### src/rtl/imem_fetch_queue.sv
// imem_fetch_queue: credit-based fetch queue between the warp scheduler, the
// instruction memory (no response backpressure) and decode. A request is only
// issued when a slot is reserved for its response; responses are paired with
// their PC in order and handed to decode over valid/ready. Flush discards
// buffered entries and marks all in-flight responses for drop.
module imem_fetch_queue #(
  parameter int unsigned ARCH_LEN      = 32,
  parameter int unsigned INST_BITS     = 64,
  parameter int unsigned IMEM_TAG_BITS = 64,
  parameter int unsigned DEPTH         = 4
) (
  input  logic                     clock,
  input  logic                     reset,
  input  logic                     flush,
  input  logic                     in_valid,
  output logic                     in_ready,
  input  logic [IMEM_TAG_BITS-1:0] in_bits_tag,
  input  logic [ARCH_LEN-1:0]      in_bits_pc,
  output logic                     imem_req_valid,
  output logic [IMEM_TAG_BITS-1:0] imem_req_bits_tag,
  output logic [ARCH_LEN-1:0]      imem_req_bits_pc,
  input  logic                     imem_resp_valid,
  input  logic [IMEM_TAG_BITS-1:0] imem_resp_bits_tag,
  input  logic [INST_BITS-1:0]     imem_resp_bits_inst,
  output logic                     out_valid,
  input  logic                     out_ready,
  output logic [IMEM_TAG_BITS-1:0] out_bits_tag,
  output logic [ARCH_LEN-1:0]      out_bits_pc,
  output logic [INST_BITS-1:0]     out_bits_inst,
  output logic                     err_tag
);

  localparam int unsigned PTR_W = (DEPTH > 1) ? $clog2(DEPTH) : 1;
  localparam int unsigned CNT_W = $clog2(DEPTH + 1);
  localparam int unsigned SUM_W = CNT_W + 1;

  // Pending FIFO: {tag, pc} of issued requests awaiting their response
  logic [IMEM_TAG_BITS-1:0] pend_tag [DEPTH];
  logic [ARCH_LEN-1:0]      pend_pc  [DEPTH];
  logic [PTR_W-1:0]         pend_wr;
  logic [PTR_W-1:0]         pend_rd;
  logic [CNT_W-1:0]         inflight;

  // Data FIFO: completed {tag, pc, inst} entries waiting for decode
  logic [IMEM_TAG_BITS-1:0] data_tag  [DEPTH];
  logic [ARCH_LEN-1:0]      data_pc   [DEPTH];
  logic [INST_BITS-1:0]     data_inst [DEPTH];
  logic [PTR_W-1:0]         data_wr;
  logic [PTR_W-1:0]         data_rd;
  logic [CNT_W-1:0]         buffered;

  logic [CNT_W-1:0]         drop;

  logic [SUM_W-1:0]         credit_sum;
  logic                     req_fire;
  logic                     pend_empty;
  logic                     resp_pop;
  logic                     resp_keep;
  logic                     resp_err;
  logic                     out_fire;
  logic [CNT_W-1:0]         inflight_nxt;
  logic [CNT_W-1:0]         buffered_nxt;

  // Credit check uses registered counts only, so in_ready never depends on
  // this cycle's response or decode handshake.
  assign credit_sum = SUM_W'(inflight) + SUM_W'(buffered);
  assign in_ready   = ~flush & (credit_sum < SUM_W'(DEPTH));
  assign req_fire   = in_valid & in_ready;

  assign imem_req_valid    = req_fire;
  assign imem_req_bits_tag = in_bits_tag;
  assign imem_req_bits_pc  = in_bits_pc;

  // A response with nothing pending is flagged and otherwise ignored.
  assign pend_empty = (inflight == '0);
  assign resp_pop   = imem_resp_valid & ~pend_empty;
  assign resp_keep  = resp_pop & ~flush & (drop == '0);
  assign resp_err   = imem_resp_valid &
                      (pend_empty | (imem_resp_bits_tag != pend_tag[pend_rd]));

  assign out_valid     = (buffered != '0);
  assign out_fire      = out_valid & out_ready & ~flush;
  assign out_bits_tag  = data_tag[data_rd];
  assign out_bits_pc   = data_pc[data_rd];
  assign out_bits_inst = data_inst[data_rd];

  // Next occupancy counts; simultaneous push/pop cancel out
  always_comb begin
    inflight_nxt = inflight + CNT_W'(req_fire) - CNT_W'(resp_pop);
    buffered_nxt = buffered + CNT_W'(resp_keep) - CNT_W'(out_fire);
    if (flush) begin
      buffered_nxt = '0;
    end
  end

  // Pointers, counts, drop counter and sticky error flag
  always_ff @(posedge clock or posedge reset) begin
    if (reset) begin
      pend_wr  <= '0;
      pend_rd  <= '0;
      inflight <= '0;
      data_wr  <= '0;
      data_rd  <= '0;
      buffered <= '0;
      drop     <= '0;
      err_tag  <= 1'b0;
    end else begin
      inflight <= inflight_nxt;
      buffered <= buffered_nxt;
      if (req_fire) begin
        pend_wr <= pend_wr + PTR_W'(1);
      end
      if (resp_pop) begin
        pend_rd <= pend_rd + PTR_W'(1);
      end
      if (flush) begin
        data_wr <= '0;
        data_rd <= '0;
      end else begin
        if (resp_keep) begin
          data_wr <= data_wr + PTR_W'(1);
        end
        if (out_fire) begin
          data_rd <= data_rd + PTR_W'(1);
        end
      end
      // Everything still in flight after a flush belongs to the old stream
      if (flush) begin
        drop <= inflight_nxt;
      end else if (resp_pop && (drop != '0)) begin
        drop <= drop - CNT_W'(1);
      end
      if (resp_err) begin
        err_tag <= 1'b1;
      end
    end
  end

  // FIFO storage writes; contents need no reset
  always_ff @(posedge clock) begin
    if (req_fire) begin
      pend_tag[pend_wr] <= in_bits_tag;
      pend_pc[pend_wr]  <= in_bits_pc;
    end
    if (resp_keep) begin
      data_tag[data_wr]  <= pend_tag[pend_rd];
      data_pc[data_wr]   <= pend_pc[pend_rd];
      data_inst[data_wr] <= imem_resp_bits_inst;
    end
  end

endmodule
### config.mk
export PLATFORM = sky130hd
export DESIGN_NAME = imem_fetch_queue
export DESIGN_NICKNAME = d
export VERILOG_FILES = /design/src/rtl/imem_fetch_queue.sv
export SDC_FILE = /design/constraint.sdc
export NUM_CORES = 1
export LEC_CHECK = 0
export BUFFER_PORTS_ARGS = -buffer_cell sky130_fd_sc_hd__buf_2
export CORE_UTILIZATION = 50
export CTS_CLUSTER_DIAMETER = 150
export DETAILED_ROUTE_END_ITERATION = 8
export GPL_TIMING_DRIVEN = 1
export PLACE_DENSITY = 0.66
export SLEW_MARGIN = 25
export SYNTH_ARGS = -nofsm -noshare
export SYNTH_HDL_FRONTEND = slang
export SYNTH_SLANG_ARGS = --single-unit
### constraint.sdc
create_clock -name clock -period 7.1 [get_ports clock]
set_input_delay 1.42 -clock clock [delete_from_list [all_inputs] [get_ports clock]]
set_output_delay 1.42 -clock clock [all_outputs]
set_load 0.005 [all_outputs]
-- Word level (Yosys, flattened, before mapping)
Memories as Yosys holds them, arrays and structs flattened.
Cells that the tools add are included.
- register bits after elaboration: 18
- RAM bits: 1024
- input port bits: 230
- output and inout port bits: 260
- memories kept: 5
- $add $sub $neg: 10
- magnitude comparators: 1
- equality and inequality tests: 1
- mux-type cells: 11
- bitwise gates (word level): 11
- reductions and logical operators: 8
- memory list (memory ; depth ; width ; rd ports ; clocked after memory_dff ; wr ports ; RTL line ; RTL):
    data_inst ; 4 ; 64 ; 1 ; 0 ; 1 ; 47 ; logic [INST_BITS-1:0] data_inst [DEPTH];
    data_tag ; 4 ; 64 ; 1 ; 0 ; 1 ; 45 ; logic [IMEM_TAG_BITS-1:0] data_tag [DEPTH];
    pend_tag ; 4 ; 64 ; 1 ; 0 ; 1 ; 38 ; logic [IMEM_TAG_BITS-1:0] pend_tag [DEPTH];
    data_pc ; 4 ; 32 ; 1 ; 0 ; 1 ; 46 ; logic [ARCH_LEN-1:0] data_pc [DEPTH];
    pend_pc ; 4 ; 32 ; 1 ; 0 ; 1 ; 39 ; logic [ARCH_LEN-1:0] pend_pc [DEPTH];
- operators by type and width (operator ; count):
    inequality test 64 bit ; 1
    two-way mux 3 bit ; 3
    adder 2 x 1 -> 2 bit (second input constant) ; 4
    AND 1 bit ; 8
    two-way mux 2 bit ; 4
    adder 3 x 1 -> 3 bit ; 2
    zero test 3 bit ; 2
    nonzero test 2 bit ; 3
    nonzero test 3 bit ; 2
    subtractor 3 x 1 -> 3 bit ; 2
    adder 3 x 3 -> 4 bit ; 1
    less-than comparator 4 x 3 -> 1 bit (second input constant) ; 1
    two-way mux 1 bit ; 4
    subtractor 3 x 1 -> 3 bit (second input constant) ; 1
    inverter 1 bit ; 2
    logical AND 1 bit ; 1
    OR 1 bit ; 1

-- Longest topological paths before layout
- depth after elaboration: 8
- mapped depth: 13
- gate-level depth less buffers: 12

-- Worst setup path before layout
No wires, ideal clock.
- kind: input -> register
- start: input port imem_resp_valid
- end: memory data_inst[1][0], enable pin
- library setup time: 0.539 ns
- data arrival time: 5.920 ns
- data required time: 6.561 ns
- slack: 0.641 ns
- cell stages on the path: 5
- path buffers: 1
- cells stage by stage: nor2b_1 -> clkbuf_1 -> and3_1 -> nor2b_1 -> and2_1
- longest elaborated chain between the ends: 5
- RTL lines (what ; RTL line ; RTL):
    start, declared ; 22 ; input logic imem_resp_valid,
    AND 1 bit ; 76 ; assign resp_pop = imem_resp_valid & ~pend_empty;
    via resp_pop ; 57 ; logic resp_pop;
    AND 1 bit (2 in a row) ; 77 ; assign resp_keep = resp_pop & ~flush & (drop == '0);
    two-way mux 1 bit ; 145 ; if (resp_keep) begin
    two-way mux 1 bit (not written as such) ; 148 ; data_inst[data_wr] <= imem_resp_bits_inst;
    end, declared ; 47 ;
The timed path passes the listed nets, and every way through them passes these cells.

-- Final worst setup path
- start: input port flush
- end: output port imem_req_valid
- longest elaborated chain between the ends: 3
- RTL lines (what ; RTL line ; RTL):
    start, declared ; 14 ; input logic flush,
    inverter 1 bit ; 67 ; assign in_ready = ~flush & (credit_sum < SUM_W'(DEPTH));
    AND 1 bit ; 67 ;
    AND 1 bit ; 68 ; assign req_fire = in_valid & in_ready;
    end, declared ; 19 ; output logic imem_req_valid,
Every way passes these cells.

==> impl_results.md <==
* Post-synthesis net count at 1,934
* First-pass GRT wire length at 122,200 um
* Area of the multi-input gates at 7291 um2
* Crit path DAT at 3.14 ns
* Rows at 102
* Postcts setup bufs at 0
* Maximum clock insertion buffer count at 3
* DRC Markers at 0
* Largest net degree at the start of global routing at 113
* Root buffer cell: clkbuf_16
* Drt first pass iters at 5
* Die width at 283.3 um
* Dominant synthesized flop cell: edfxtp_1
* Drt initial violations at 1,334
* CTS buffer count at 104
* Area delta synth->final at 16.36%
* Layout cell share with drive strength beyond 1 at 40.67%
* Slew headroom at 33.24%
* Crit-path cells: buf_2 > or4_1 > a31oi_1 > and2_0 > buf_2
* ANT nets after route at 0
* Final Max Tran Viols at 0
* Fin Hold WS at 0.6007 ns
* Unique masters post-synth at 44
* FMAX at 219.5 MHz
* Gr ovfl total at 0
* Clk slew on worst S/H paths at 0.06 ns
* CTS resizes at 0
* Register area at 31,210 um2
* Clock skew at 0.01735 ns
* Core ar. at 77,850 um2
* Clk_lat worst skew at 0.67 ns
* Total Wirelength at 83,340 um
* Fin crit share at 64.18%
* Mapped Avg Cell Area at 23.47 um2
* EDFF count, synth at 1,024
* Worst Tran Pin Value at 1.001 ns
* WP data required at 5.68 ns
* CTS tree: built
* CTS H-tree lvls at 3
* Die Height at 283.3 um
* Critical Path Start Type: primary input
* Setup TNS at 0 ns
* Worst min path class: reg2reg
* DP Wirelength at 53,430 um
* Crit path kind: in2out
* Num Clock Sinks at 1,042
* I/O Pins at 490
* Routed len/inst at 25.39 um
* Initial antenna violation count at 14
* Endpoints failing setup at 0
* Outcome: finished, final reports clean
* Worst path max stage delay at 0.55 ns
* Die Area at 80,260 um2
* Leak at 15.42 nW
* Total track usage at 20.73%
* Nets@finish at 2,399
* Via/cell ratio at 5.575
* Hold violation count in the final report at 0
* Synth Instances at 1,686
* Async set or reset register ratio after synthesis at 1.727%
* Vias in the first global route at 18,670
* Period minus WS final at 4.557 ns
* Unrepaired setup endpoints after global routing: no
* CP Max Fanout at 16
* Post-synthesis register bit count at 1,042
* Yosys Warn Count at 0
* Starting density of the core at 50.82%
* Pwr per Cell Area at 364.8 nW/um2
* CP most frequent cell: buf_2
* Critical Path End Type: primary output
* Post-synthesis instance area at 39,570 um2
* Via Count at 18,300
* Routability congestion estimate at 0.8023
* VDD IR max at 0.0002790 V
* Max Cap Viol at 0
* Critical path's slowest cell: or4_1
* Hold_buf cts at 0
* Fillers at 5,675
* Register area share after synthesis at 78.86%
* I/O Buffers at 489
[power breakdown]
| part | total, mW | internal [mW] | switching, mW |
|---|---|---|---|
| combinational | 3.67 | 1.65 | 2.02 |
| clock | 5.34 | 3.08 | 2.26 |
| sequential | 7.78 | 7.54 | 0.240 |
[registers in the layout (all words and copies together), names as in the netlist]
name	count
data_rd	2
err_tag	1
pend_pc	128
buffered	3
inflight	3
data_tag	256
data_inst	256
pend_rd	2
data_pc	128
drop	3
pend_tag	256
pend_wr	2
data_wr	2
[cell usage after synthesis (all sizes together) (4+ instances only)]
| cell | instances | area [um2] |
|---|---|---|
| edfxtp | 1024 | 30750 |
| mux4 | 244 | 5522 |
| buf | 135 | 924.6 |
| xor2 | 45 | 394.1 |
| mux2i | 36 | 360.4 |
| inv | 25 | 93.84 |
| clkbuf | 23 | 86.33 |
| dfrtp | 18 | 450.4 |
| ha | 16 | 200.2 |
| xnor2 | 16 | 140.1 |
| nand2 | 13 | 48.80 |
| nor2 | 12 | 45.04 |
| nor4 | 11 | 81.32 |
| a21oi | 8 | 40.04 |
| o22ai | 8 | 50.05 |
| o21ai | 6 | 30.03 |
| and2 | 5 | 31.28 |
| and3 | 5 | 31.28 |
| nor2b | 4 | 25.02 |
[metal layers]
metal / share of wire, % / routed length (um) / vias to the layer above / global-route usage (%)
met4: 2.5 / 2047 / 16 / 5.851
met3: 8.2 / 6868 / 141 / 6.014
li1: - / - / 7907 / -
met2: 49 / 40880 / 667 / 33.31
met1: 40 / 33440 / 9573 / 27.80
met5: 0.13 / 105 / - / 0
[worst paths after layout]
kind                       cells after the start  slack, ns        endpoint        from
min                                            2       0.60         drop[0]     drop[0]
max reg2reg                                    8       3.37         err_tag  pend_rd[0]
min reg2reg                                    2       0.60         drop[0]     drop[0]
max                                            5       2.54  imem_req_valid       flush
min in group asynchronous                      2       0.97      pend_rd[0]       reset
max in group asynchronous                      2       5.43      data_rd[0]       reset
[final cells by class]
type                            instances  area share, %
Sequential cell                      1042          67.80
Multi-Input combinational cell        461          15.84
Timing Repair Buffer                  517          6.006
Clock buffer                          133          5.889
Tap cell                             1040          2.826
Clock inverter                         62          1.419
Inverter                               25         0.2038
Antenna cell                            3        0.01631
[layout by cell type, fill, tap and decap left out, types with 10 or more instances in the layout]
cell type	n
buf_2	489
buf_4	20
bufinv_16	10
clkbuf_1	29
clkbuf_16	104
clkinv_1	24
clkinv_2	15
dfrtp_1	14
edfxtp_1	1024
ha_1	16
inv_1	24
mux2i_1	36
mux4_2	237
nand2_1	13
nor2_1	12
xnor2_1	16
xor2_1	45
[critical path: cells and delay by family]
| family | cells | cell delay [ns] |
|---|---|---|
| buffers and inverters | 2 | 0.37 |
| AOI/OAI and AO/OA | 1 | 0.44 |
| and+or+nand+nor | 2 | 0.90 |
[logic make-up (layout without fill, tap and decap cells)]
group,after synthesis,after routing,synth area share (%)
other,0,3,0
xor gates and xnor gates,61,61,1.350
muxes,280,280,14.87
and+or+nand+nor,62,62,0.8475
buffers and inverters,183,737,2.792
DFF,1042,1042,78.86
AOI/OAI and AO/OA,40,40,0.6800
adders and majority gates,18,18,0.6072
[per-stage QoR]
step                      instance area, um2  util [%]  power (mW)  std cells  setup WS [ns]
final                                  46040     59.14       16.79       3283          2.543
after global placement                 42640     54.77       11.56       3084          2.558
after CTS                              46000     59.09       16.99       3279          2.490
after floorplan                        39570         -       10.26       1686         0.6412
after global routing                   46030     59.13       17.48       3281          2.345
after detailed placement               42640     54.77       11.65       3084          2.494
(Power assumes the default switching activity.)
